--- config.mk ---
export PLATFORM = sky130hd
export DESIGN_NAME = tx_fe_commit_seq
export DESIGN_NICKNAME = d
export VERILOG_FILES = /design/src/rtl/tx_fe_commit_pkg.sv /design/src/rtl/tx_fe_commit_seq_settings_hold_buf.sv /design/src/rtl/tx_fe_commit_seq.sv
export SDC_FILE = /design/constraint.sdc
export NUM_CORES = 1
export LEC_CHECK = 0
export CAP_MARGIN = 20
export CORE_MARGIN = 2
export CORE_UTILIZATION = 49
export DETAILED_ROUTE_END_ITERATION = 10
export PLACE_DENSITY_LB_ADDON = 0.15
export REMOVE_ABC_BUFFERS = 1
export SKIP_CTS_REPAIR_TIMING = 1
export SLEW_MARGIN = 15
export SYNTH_ARGS = -nofsm -noshare
export SYNTH_HDL_FRONTEND = slang
export SYNTH_HIERARCHICAL = 1
export SYNTH_SLANG_ARGS = --single-unit
--- constraint.sdc ---
create_clock -name clk -period 8.6 [get_ports clk]
set_input_delay 1.29 -clock clk [delete_from_list [all_inputs] [get_ports clk]]
set_output_delay 1.29 -clock clk [all_outputs]
set_load 0.005 [all_outputs]
--- src/rtl/tx_fe_commit_pkg.sv ---
// tx_fe_commit_pkg: shared offsets, control bits, states and word widths for the commit sequencer
package tx_fe_commit_pkg;
  localparam logic [7:0] SH_OFS_IDCO = 8'd0;
  localparam logic [7:0] SH_OFS_QDCO = 8'd1;
  localparam logic [7:0] SH_OFS_MAG  = 8'd2;
  localparam logic [7:0] SH_OFS_PHS  = 8'd3;
  localparam logic [7:0] SH_OFS_MUX  = 8'd4;
  localparam logic [7:0] SH_OFS_CTRL = 8'd5;
  localparam logic [7:0] SH_OFS_CLR  = 8'd6;
  localparam int CTRL_COMMIT = 0;
  localparam int CTRL_ARM    = 1;
  localparam int N_WORDS     = 5;
  localparam int SH_W [N_WORDS] = '{24, 24, 18, 18, 8};
  typedef enum logic {IDLE, BURST} state_t;
  function automatic logic [31:0] width_mask(input int i);
    return (32'd1 << SH_W[i]) - 32'd1;
  endfunction
endpackage

--- src/rtl/tx_fe_commit_seq_settings_hold_buf.sv ---
// settings_hold_buf: one-entry addr+data buffer; refills in the cycle it drains, flags a drop when full
module settings_hold_buf (
  input  logic        clk,
  input  logic        rst_n,
  input  logic        load,
  input  logic        drain,
  input  logic [7:0]  addr,
  input  logic [31:0] data,
  output logic        full,
  output logic [7:0]  q_addr,
  output logic [31:0] q_data,
  output logic        drop
);
  assign drop = load & full & ~drain;
  always_ff @(posedge clk or negedge rst_n) begin
    if (!rst_n) begin
      full   <= 1'b0;
      q_addr <= '0;
      q_data <= '0;
    end else if (load && (!full || drain)) begin
      full   <= 1'b1;
      q_addr <= addr;
      q_data <= data;
    end else if (drain) begin
      full <= 1'b0;
    end
  end
endmodule

--- src/rtl/tx_fe_commit_seq.sv ---
// tx_fe_commit_seq: shadows frontend correction regs and writes them as one atomic burst on commit
module tx_fe_commit_seq
  import tx_fe_commit_pkg::*;
#(
  parameter logic [7:0] SHADOW_BASE = 8'd0,
  parameter logic [7:0] FE_BASE     = 8'd0
) (
  input  logic        clk,
  input  logic        rst_n,
  input  logic        set_stb,
  input  logic [7:0]  set_addr,
  input  logic [31:0] set_data,
  input  logic        commit_stb,
  input  logic        run,
  output logic        fe_stb,
  output logic [7:0]  fe_addr,
  output logic [31:0] fe_data,
  output logic        busy,
  output logic        overflow,
  output logic [15:0] commit_count
);
  state_t      state, state_nx;
  logic [2:0]  idx;
  logic [31:0] shadow [N_WORDS];
  logic [31:0] snap   [N_WORDS];
  logic        pending, arm, run_q, last, start;
  logic        buf_full, buf_drop;
  logic [7:0]  buf_addr;
  logic [31:0] buf_data;
  logic [7:0]  ofs;
  logic        in_blk, commit;
  assign ofs    = set_addr - SHADOW_BASE;
  assign in_blk = ofs < 8'd7;
  assign commit = (set_stb && ofs == SH_OFS_CTRL && set_data[CTRL_COMMIT])
                | commit_stb | (run & ~run_q & arm);
  assign busy   = (state == BURST) | pending;
  always_comb begin
    last     = (state == BURST) && (idx == 3'd4);
    start    = (state == IDLE) ? (commit | pending) : (last & pending);
    state_nx = start ? BURST : (last ? IDLE : state);
  end
  // Burst words own the output register; the buffer only drains in IDLE
  settings_hold_buf u_buf (
    .clk    (clk),
    .rst_n  (rst_n),
    .load   (set_stb & ~in_blk),
    .drain  (buf_full & (state != BURST)),
    .addr   (set_addr),
    .data   (set_data),
    .full   (buf_full),
    .q_addr (buf_addr),
    .q_data (buf_data),
    .drop   (buf_drop)
  );
  always_ff @(posedge clk or negedge rst_n) begin
    if (!rst_n) begin
      state <= IDLE;
    end else begin
      state <= state_nx;
    end
  end
  always_ff @(posedge clk or negedge rst_n) begin
    if (!rst_n) begin
      idx          <= '0;
      pending      <= 1'b0;
      arm          <= 1'b0;
      run_q        <= 1'b0;
      overflow     <= 1'b0;
      commit_count <= '0;
      fe_stb       <= 1'b0;
      fe_addr      <= '0;
      fe_data      <= '0;
      for (int i = 0; i < N_WORDS; i++) begin
        shadow[i] <= '0;
        snap[i]   <= '0;
      end
    end else begin
      run_q <= run;
      for (int i = 0; i < N_WORDS; i++) begin
        if (set_stb && ofs == 8'(i)) shadow[i] <= set_data & width_mask(i);
        if (start) snap[i] <= shadow[i];
      end
      if (set_stb && ofs == SH_OFS_CTRL) arm <= set_data[CTRL_ARM];
      if (buf_drop) overflow <= 1'b1;
      else if (set_stb && ofs == SH_OFS_CLR) overflow <= 1'b0;
      pending <= start ? 1'b0 : (pending | (commit & (state == BURST)));
      idx     <= (start || last) ? 3'd0 : ((state == BURST) ? idx + 3'd1 : idx);
      if (last) commit_count <= commit_count + 16'd1;
      if (state == BURST) begin
        fe_stb  <= 1'b1;
        fe_addr <= FE_BASE + {5'd0, idx};
        fe_data <= snap[idx];
      end else if (buf_full) begin
        fe_stb  <= 1'b1;
        fe_addr <= buf_addr;
        fe_data <= buf_data;
      end else begin
        fe_stb <= 1'b0;
      end
    end
  end
endmodule

==> impl_metrics.ini <==
[cts]
htreeDepth = 2
cts_tree = yes
numCtsBuffers = 36
clock_sinks = 290
root_buffer = clkbuf_16
clk_pin_slew_ns = 0.06
clock_path_buffers = 3
clk_latency_ns = 0.51

[cells_and_area]
final-instance-count-excl-fill = 1801
nFillCells = 2496
fin_util_pct = 57.3
final_common_cell = dfrtp_1
syn2layout_area_growth_pct = 14.8
layout.nets = 1436
drive_gt1_share_pct = 16.5
register_area_mm2 = 0.00726
multiInputGateArea_mm2 = 0.00662
antenna_cells = 0
layout_common_cells = dfrtp_1 (287), nor2_1 (113), inv_1 (112)

[timing]
finalMaxSlewViolations = 0
setup_viol = 0
worst_pin_slew_ns = 1.14
grt_setup_unrepaired = false
timing.fmax_mhz = 268
hold_violations = 0
layout_min_cycle_time_ns = 3.73
worst_slack_ns = 4.87
fin_crit_sh_pct = 43.3
relSlewSlack_pct = 24.3
fin_skew_ns = 0.00945

[synth]
synthArstFlopShare_pct = 100
synthAdderAreaFrac_pct = 0.252
synth-xor-area-share_pct = 0.883
ys_types = 52
synth_warnings = 6
synth-seq-area-share_pct = 48.8
yosys.area_share.simple_pct = 13.7
syn_inst = 1363
avgSynthCellArea_um2 = 10.9
synth_top_family_by_area = multiplexers
synth_edf_count = 0
synth.cell_area_mm2 = 0.0149
synth_compound_area_share_pct = 13.8
synth_mux_area_share_pct = 15.7
synth-main-ff-cell = dfrtp_1
ys_ff_latch = 290

[floorplan]
die_w_um = 178
fp.coreArea_mm2 = 0.0298
die_area_mm2 = 0.0318
rows = 63
die_h_um = 178
io_pins = 104
initial_core_util_pct = 49.9

[global_route]
grt_max_degree = 129
antenna_found_initial = 0
grt_use_total_pct = 24.0
grt_pass1_wl_um = 60900
gr-total-overflow = 0
grt_pass1_vias = 11200

[place]
dp_cells = 1740
post-dp-hpwl_um = 19500
io_buffers = 103
gp_congestion = 0.739
pre_cts_slack_ns = 4.42

[setup_path]
path_max_fanout = 113
crit_path_start = set_addr[1]
crit_chain = clkdlybuf4s50_1 -> nor2b_1 -> nand4_1 -> buf_4 -> buf_4 -> nand4_1 -> o311ai_0
crit_type = input pin to flop
max_stage_delay_ns = 0.80
regToRegEndpoint = snap[7]$_DFFE_PN0P_
end_kind = flop
crit_end = snap[65]$_DFFE_PN0P_
r2r_start = idx[1]$_DFFE_PN0P_
reg2reg_depth = 8
cp-start-kind = input pin
worstPathRequired_ns = 8.99
critPathArrivalTime_ns = 4.12
r2r_setup_slack_ns = 4.92
crit_path_top_delay_cell = buf_4

[power_and_ir_drop]
p_leak_nw = 7.59
power_density_mw_per_mm2 = 306
ir_worst_vdd_uv = 152

[route]
drtIter0Drc = 979
drt_wl_total_um = 37500
via_count = 11500
ant_nets = 0
via_per_inst = 6.36
drc = 0
routedWlPerCell_um = 20.8
first_pass_iters = 5

[worst_hold_path]
min_path_type = flop to flop

[run]
maxCapViolCount = 0

[run_status]
run_status = completed
==> report_power, final <==
group          internal [W]  total [W]  leakage, nW  switching, W
Combinational      0.000828    0.00171         3.18      0.000881
Sequential          0.00175    0.00208         3.85      0.000330
Clock              0.000883    0.00145        0.561      0.000562
==> cells in the mapped netlist (3+ instances only) <==
cell,number,area share (%)
xor2_1,5,0.29
nor2b_1,9,0.38
inv_1,112,2.8
and2_1,3,0.13
nand2_1,18,0.45
dfrtp_1,290,49
o311ai_0,92,5.4
o21ai_0,3,0.10
nand3_1,11,0.37
mux4_2,11,1.7
nor2_1,113,2.9
buf_2,12,0.40
and3_1,95,4.0
buf_1,18,0.45
o21a_1,7,0.35
nor3_1,6,0.20
clkbuf_1,92,2.3
o22ai_1,11,0.46
a221oi_1,92,5.4
mux2i_1,42,2.8
a22oi_1,6,0.30
nand4_1,99,4.2
xnor2_1,10,0.59
a21oi_1,14,0.47
ha_1,3,0.25
mux2_2,95,7.2
a211oi_1,6,0.30
mux2_4,40,4.0
or2_2,3,0.13
buf_6,5,0.38
o22a_1,5,0.29
clkbuf_8,3,0.28
o221ai_1,8,0.47
==> layer usage <==
metal | share of wire (%) | wire [µm] | track usage, %
met1 | 47 | 17600 | 34.7
met2 | 46 | 17200 | 37.6
met3 | 5.1 | 1920 | 3.28
met5 | 0 | 0 | 0
met4 | 2.3 | 872 | 7.69
==> state kept, by name, summed over array words and instances (netlist names) <==
signal        flops
fe_stb            1
shadow           92
fe_addr           8
state             1
u_buf/q_addr      8
run_q             1
overflow          1
u_buf/q_data     32
commit_count     16
idx               3
pending           1
snap             92
arm               1
u_buf/full        1
fe_data          32
==> through the flow <==
step                setup TNS (ns)  total power, W  cell area (µm²)  hold slack, ns
CTS                              0         0.00527            17100           0.473
global placement                 0         0.00374            16000           0.460
detailed placement               0         0.00381            16000           0.466
global route                     0         0.00556            17100           0.495
finish                           0         0.00523            17100           0.465
floorplan                  -288.01         0.00319            14300           0.468
==> how the worst min path moves through the flow <==
stage	slack (ns)	from	cells past startpoint	endpoint
floorplan	0.47	commit_count[15]$_DFFE_PN0N_	1	commit_count[15]$_DFFE_PN0N_
global placement	0.46	commit_count[15]$_DFFE_PN0N_	1	commit_count[15]$_DFFE_PN0N_
detailed placement	0.47	commit_count[15]$_DFFE_PN0N_	1	commit_count[15]$_DFFE_PN0N_
CTS	0.47	commit_count[15]$_DFFE_PN0N_	1	commit_count[15]$_DFFE_PN0N_
global route	0.50	commit_count[15]$_DFFE_PN0N_	1	commit_count[15]$_DFFE_PN0N_
finish	0.46	commit_count[15]$_DFFE_PN0N_	1	commit_count[15]$_DFFE_PN0N_
==> layout make-up <==
cell class                      count  share of cell area, %
Inverter                          113                   2.48
Timing Repair Buffer              119                   6.77
Sequential cell                   290                   42.5
Clock buffer                       53                   6.24
Clock inverter                      8                  0.395
Tap cell                          390                   2.86
Multi-Input combinational cell    828                   38.7
==> worst max-delay path, delay by kind of cell <==
| family | cells | cell delay [ns] |
|---|---|---|
| buf+inv | 3 | 2.16 |
| simple gates | 3 | 0.44 |
| compound gates | 1 | 0.14 |
==> kinds of logic after synthesis <==
group           Yosys count
fa+ha+maj                 3
mux                     188
flops                   290
simple gates            373
buf+inv                 245
xor+xnor                 15
compound gates          249
Note: power is estimated with default switching activity, not from simulation.
